### src/rtl/axis_processor.sv
// AXI-Stream command front end for the neuromorphic network core, with the
// stub `network` it drives (one spike per input whose charge is non-zero).

module network #(
  parameter int NUM_INP      = 2,
  parameter int CHARGE_WIDTH = 2,
  parameter int OUT_WIDTH    = 2
) (
  input  logic                            clk,
  input  logic                            arstn,
  input  logic                            en,
  input  logic                            clr,
  input  logic [NUM_INP*CHARGE_WIDTH-1:0] inp,
  output logic [OUT_WIDTH-1:0]            out
);

  logic [OUT_WIDTH-1:0] spike;

  for (genvar i = 0; i < OUT_WIDTH; i++) begin : g_spike
    if (i < NUM_INP) begin : g_in
      assign spike[i] = |inp[i*CHARGE_WIDTH +: CHARGE_WIDTH];
    end else begin : g_none
      assign spike[i] = 1'b0;
    end
  end

  always_ff @(posedge clk or negedge arstn) begin
    if (!arstn)   out <= '0;
    else if (clr) out <= '0;
    else if (en)  out <= spike;
  end

endmodule

// state    | meaning
// S_INIT   | first cycle out of reset, not yet accepting commands
// S_IDLE   | accepting commands
// S_STEP_A | network enabled with current charges; one-shots consumed, generators advanced
// S_STEP_B | network output captured into the output packet
// S_HOLD   | output packet waiting for m_axis_tready
module axis_processor #(
  parameter int INP_WIDTH    = 16,
  parameter int OUT_WIDTH    = 2,
  parameter int NUM_INP      = 2,
  parameter int CHARGE_WIDTH = 2,
  parameter int PERIOD_WIDTH = 5
) (
  input  logic                 clk,
  input  logic                 arstn,
  input  logic [INP_WIDTH-1:0] s_axis_tdata,
  input  logic                 s_axis_tvalid,
  output logic                 s_axis_tready,
  output logic [OUT_WIDTH-1:0] m_axis_tdata,
  output logic                 m_axis_tvalid,
  input  logic                 m_axis_tready
);

  localparam int IDX_W = (NUM_INP > 1) ? $clog2(NUM_INP) : 1;

  localparam logic [2:0] S_INIT   = 3'd0;
  localparam logic [2:0] S_IDLE   = 3'd1;
  localparam logic [2:0] S_STEP_A = 3'd2;
  localparam logic [2:0] S_STEP_B = 3'd3;
  localparam logic [2:0] S_HOLD   = 3'd4;

  localparam logic [2:0] OP_RUN = 3'b001;
  localparam logic [2:0] OP_SPK = 3'b010;
  localparam logic [2:0] OP_CLR = 3'b011;
  localparam logic [2:0] OP_PER = 3'b100;

  logic [2:0]                    state;
  logic [12:0]                   remaining;
  logic [CHARGE_WIDTH-1:0]       pend       [NUM_INP];
  logic [CHARGE_WIDTH-1:0]       per_val    [NUM_INP];
  logic [PERIOD_WIDTH-1:0]       per_period [NUM_INP];
  logic [PERIOD_WIDTH-1:0]       per_cnt    [NUM_INP];
  logic [NUM_INP-1:0]            fire;
  logic [NUM_INP*CHARGE_WIDTH-1:0] charge;
  logic [OUT_WIDTH-1:0]          net_out;

  logic                          accept;
  logic [2:0]                    opcode;
  logic [IDX_W-1:0]              cmd_idx;
  logic [CHARGE_WIDTH-1:0]       cmd_val;
  logic [PERIOD_WIDTH-1:0]       cmd_period;
  logic [12:0]                   run_len;
  logic                          net_en;
  logic                          net_clr;
  logic                          unused_tdata;

  assign s_axis_tready = (state == S_IDLE);
  assign accept        = s_axis_tvalid && s_axis_tready;
  assign opcode        = s_axis_tdata[15:13];
  assign cmd_idx       = s_axis_tdata[12 -: IDX_W];
  assign cmd_val       = s_axis_tdata[11 -: CHARGE_WIDTH];
  assign cmd_period    = s_axis_tdata[9 -: PERIOD_WIDTH];
  assign run_len       = s_axis_tdata[12:0];
  assign unused_tdata  = ^s_axis_tdata;

  assign net_en  = (state == S_STEP_A);
  assign net_clr = accept && (opcode == OP_CLR);

  // One-shot and periodic charge on the same input add, clipped at full scale.
  always_comb begin
    logic [CHARGE_WIDTH:0] sum;
    sum    = '0;
    fire   = '0;
    charge = '0;
    for (int i = 0; i < NUM_INP; i++) begin
      fire[i] = (per_period[i] != '0) && (per_cnt[i] == per_period[i] - PERIOD_WIDTH'(1));
      sum = {1'b0, pend[i]} + {1'b0, (fire[i] ? per_val[i] : {CHARGE_WIDTH{1'b0}})};
      charge[i*CHARGE_WIDTH +: CHARGE_WIDTH] = sum[CHARGE_WIDTH] ? {CHARGE_WIDTH{1'b1}}
                                                                 : sum[CHARGE_WIDTH-1:0];
    end
  end

  network #(
    .NUM_INP      (NUM_INP),
    .CHARGE_WIDTH (CHARGE_WIDTH),
    .OUT_WIDTH    (OUT_WIDTH)
  ) u_network (
    .clk   (clk),
    .arstn (arstn),
    .en    (net_en),
    .clr   (net_clr),
    .inp   (charge),
    .out   (net_out)
  );

  always_ff @(posedge clk or negedge arstn) begin
    if (!arstn) begin
      state         <= S_INIT;
      remaining     <= '0;
      m_axis_tdata  <= '0;
      m_axis_tvalid <= 1'b0;
      for (int i = 0; i < NUM_INP; i++) begin
        pend[i]       <= '0;
        per_val[i]    <= '0;
        per_period[i] <= '0;
        per_cnt[i]    <= '0;
      end
    end else begin
      case (state)
        S_INIT: state <= S_IDLE;
        S_IDLE: begin
          if (accept) begin
            case (opcode)
              OP_RUN: begin
                if (run_len != '0) begin
                  remaining <= run_len;
                  state     <= S_STEP_A;
                end
              end
              OP_SPK: begin
                for (int i = 0; i < NUM_INP; i++)
                  if (cmd_idx == IDX_W'(i)) pend[i] <= cmd_val;
              end
              OP_CLR: begin
                for (int i = 0; i < NUM_INP; i++) begin
                  pend[i]       <= '0;
                  per_val[i]    <= '0;
                  per_period[i] <= '0;
                  per_cnt[i]    <= '0;
                end
              end
              OP_PER: begin
                for (int i = 0; i < NUM_INP; i++) begin
                  if (cmd_idx == IDX_W'(i)) begin
                    per_val[i]    <= cmd_val;
                    per_period[i] <= cmd_period;
                    per_cnt[i]    <= '0;
                  end
                end
              end
              default: ;
            endcase
          end
        end
        S_STEP_A: begin
          for (int i = 0; i < NUM_INP; i++) begin
            pend[i] <= '0;
            if (per_period[i] != '0)
              per_cnt[i] <= fire[i] ? '0 : per_cnt[i] + PERIOD_WIDTH'(1);
          end
          state <= S_STEP_B;
        end
        S_STEP_B: begin
          m_axis_tdata  <= net_out;
          m_axis_tvalid <= 1'b1;
          state         <= S_HOLD;
        end
        S_HOLD: begin
          if (m_axis_tready) begin
            m_axis_tvalid <= 1'b0;
            remaining     <= remaining - 13'd1;
            state         <= (remaining == 13'd1) ? S_IDLE : S_STEP_A;
          end
        end
        default: state <= S_IDLE;
      endcase
    end
  end

endmodule

### config.mk
export PLATFORM = sky130hd
export DESIGN_NAME = axis_processor
export DESIGN_NICKNAME = d
export VERILOG_FILES = /design/src/rtl/axis_processor.sv
export SDC_FILE = /design/constraint.sdc
export NUM_CORES = 1
export LEC_CHECK = 0
export CAP_MARGIN = 5
export CORE_MARGIN = 5
export CORE_UTILIZATION = 52
export DETAILED_ROUTE_END_ITERATION = 8
export GPL_ROUTABILITY_DRIVEN = 0
export PLACE_DENSITY = 0.86
export SLEW_MARGIN = 20
export SYNTH_ARGS = -nofsm -noshare
export SYNTH_HDL_FRONTEND = slang
export SYNTH_SLANG_ARGS = --single-unit
### constraint.sdc
create_clock -name clk -period 2.5 [get_ports clk]
set_input_delay 0.375 -clock clk [delete_from_list [all_inputs] [get_ports clk]]
set_output_delay 0.375 -clock clk [all_outputs]
set_load 0.005 [all_outputs]
==> impl_metrics.csv <==
group,metric,value,unit
status,outcome,"complete, no violations",
pwr,power,3.35,mW
grt,grt_pass1_vias,2590,
yosys,yosysTopAreaCell,"dfrtp_1",
grt,grt_max_degree,31,
place,port_buffers,23,
yosys,post_synth_instance_area,0.00293,mm^2
die,dieArea,0.00723,mm^2
min_path,hp-class,"in2async",
layout,fin_util,64.3,%
run,drv.max_cap_violation_count,0,
cts,h-tree-depth,2,
cts,cts.reportedPaths.clkPinSlew,0.09,ns
yosys,synth_top_area_share,41.9,%
timing,worst_clock_skew,0.00309,ns
place,number_of_cells_in_the_design_after_placement,448,
routing,detail_route.iter0.violations,163,
pwr,power.internal,1.99,mW
timing,post-route-min-period,2.50,ns
yosys,synth-seq-area-share,41.9,%
pwr,irDropWorstVdd,0.000548,V
timing,final_hold_violations,0,
cts,cts_hold_buffers,0,
layout,drive_gt1_share,14.0,%
yosys,synth_ff_type,"dfrtp_1",
layout,final_common_cell,"nand2_1",
die,pin_count,24,
yosys,syn-mean-instance-area,8.67,um^2
layout,diodes,0,
layout,design.final.nets,415,
routing,avgRoutedWirePerCell,15.5,um
routing,wl,7080,um
pwr,power_switching,1.35,mW
yosys,postSynth.asyncResetShare,100,%
setup_path,setup.worst_path.start_class,"flip-flop",
routing,detail_route.drc_violations,0,
setup_path,critical_path_peak_fanout,4,
pwr,power.sequential.fraction,40.4,%
yosys,synthDistinctLibCells,51,
cts,clock_sink_count,49,
yosys,synth.top_cells.by_area,"dfrtp_1, nand2_1, o21ai_0",
cts,worst_skew_pair.late_latency,0.30,ns
timing,worst_slew_pin_slew,0.719,ns
pwr,power.density_cell_area,946,mW/mm^2
die,initial_utilization,53.2,%
timing,timing.final.crit_share,99.9,%
yosys,synth_warnings,0,
layout,postLayoutCellArea,0.00354,mm^2
layout,synthToLayoutAreaGrowth,20.8,%
grt,grt_first_pass_wirelength,12000,um
timing,timing.final.setup_violations,0,
grt,antenna_found_initial,0,
yosys,netlist_instances,338,
place,dp_hpwl,5440,um
timing,relative_max_transition_margin,52.1,%
yosys,synth_edf_count,0,
timing,fmaxAchievable,400,MHz
layout,fin_cells,457,
timing,setup_repair_after_global_routing_missed_its_margin,"true",
setup_path,critical_path_required,2.69,ns
routing,dr.pass1.iters,5,
pwr,static-leakage-power,1.46,nW
pwr,swShare,40.5,%
layout,layout.cells.most_common_list,"nand2_1, dfrtp_1, o21ai_0",
yosys,syn-num-nets,368,
timing,slew_viol_final,0,
routing,detail_route.vias_per_cell,5.96,
die,dieWidth,85.1,um
grt,grt_usage,20.5,%
pwr,comb_power_share,45.4,%
setup_path,reg2reg_slack,0.003,ns
die,floorplan.die.height,85.1,um
setup_path,cell_chain_critical_path,"inv_1 > ha_2 > or3_1 > and3_4 > nor4_4 > and2_1 > ha_1 > fa_1 > nor4_1 > nor3_1",
cts,buffer_levels_on_the_longest_clock_path,2,
yosys,synthesized_flop_and_latch_total,49,
routing,route.antenna.remaining_nets,0,
routing,via_count,2723,
die,placementRows,27,
cts,numCtsBuffers,5,
die,core_area,0.00551,mm^2
place,placement.cell_area,0.00340,mm^2
setup_path,critical_path_arrival,2.69,ns
setup_path,critical_path.endpoint_type,"flip-flop",
setup_path,worst_path_largest_cell_delay,0.42,ns
place,place_worst_setup_slack,-0.0494,ns
pwr,power.clock.fraction,14.2,%
timing,layout_setup_ws,0.00265,ns
grt,globalRoute.totalOverflow,0,
setup_path,cpMaxStageDelayCell,"fa_1",
setup_path,setup.worst_path.class,"reg2reg",
cts,cts.root.buffer_cell,"clkbuf_8",
cts,clock_tree_from_tritoncts,"yes",
-- Yosys cell counts (all sizes together) (6+ instances only) --
cell    instances
dfrtp          49
clkbuf          6
nand3          13
xnor2           7
nor3           18
o21ai          41
nor4            6
nor2           22
nand2          51
inv            15
nand2b          6
a21oi          21
ha              8
mux2            7
-- layout make-up --
type | instances | area, um^2
Tap cell | 72 | 90.1
Sequential cell | 49 | 1230
Inverter | 15 | 56.3
Timing Repair Buffer | 51 | 435
Fill cell | 457 | 1970
Multi-Input combinational cell | 263 | 1640
Clock buffer | 7 | 86.3
-- path summary, 6_finish.rpt --
path	cells after the start	endpoint	start
min	1	per_cnt[8]$_DFFE_PN0P_	arstn
max in group asynchronous	2	remaining[10]$_DFFE_PN0P_	arstn
min reg2reg	2	per_val[2]$_DFFE_PN0P_	per_val[2]$_DFFE_PN0P_
min in group clk	2	per_val[2]$_DFFE_PN0P_	per_val[2]$_DFFE_PN0P_
max reg2reg	10	u_network.out[0]$_DFFE_PN0P_	per_period[5]$_DFFE_PN0P_
max	10	u_network.out[0]$_DFFE_PN0P_	per_period[5]$_DFFE_PN0P_
-- power groups by stage --
| stage | clock, mW | sequential (mW) | combinational [mW] |
|---|---|---|---|
| 2_1_floorplan | 0 | 1.27 | 1.03 |
| 5_1_grt | 0.514 | 1.39 | 1.69 |
| 4_1_cts | 0.485 | 1.34 | 1.47 |
| 6_report | 0.477 | 1.35 | 1.52 |
| 3_3_place_gp | 0 | 1.33 | 1.38 |
| 3_5_place_dp | 0 | 1.36 | 1.45 |
-- worst max-delay path: cells and delay by family (launching register included) --
family	cells	cell delay, ns
AND/OR/NAND/NOR	6	1.21
flip-flops	1	0.36
adder cells (fa/ha/maj)	3	0.77
buffers and inverters	1	0.05
-- per-stage QoR --
step | hold WS [ns] | TNS [ns]
3_3_place_gp | 0.454 | 0
5_1_grt | 0.173 | -0.196
3_5_place_dp | 0.462 | -0.0494
6_report | 0.117 | 0
4_1_cts | 0.135 | 0
2_1_floorplan | 0.0794 | 0
-- state kept, by name (all words and copies together) (netlist names) --
register	cells
u_network.out	2
pend	4
m_axis_tvalid	1
per_val	4
m_axis_tdata	2
per_period	10
per_cnt	10
state	3
remaining	13
-- timing repair --
action                     in CTS  in global routing
setup endpoints to repair       2                  2
buffers inserted                1                  1
pin swaps                       3                  3
resized for setup               1                  4
hold endpoints to repair        0                  0
-- metal layers --
metal / vias to the layer above / routed length, um / GRT usage, %
li1: 1296 / - / -
met1: 1306 / 2960 / 26.3
met2: 101 / 3510 / 34.2
met3: 20 / 414 / 3.69
met4: 0 / 195 / 8.20
met5: - / 0 / 0
-- cell families (layout without fill, tap and decap cells) --
logic type      Yosys count  count (layout)  synth area share, %
fa+ha+maj                10              10                 4.78
flops                    49              49                 41.9
compound gates           88              88                 18.5
buf+inv                  26              73                 3.55
simple gates            148             148                 25.7
mux                       7               7                 2.69
xor+xnor                 10              10                 2.99
(Power assumes the default switching activity.)
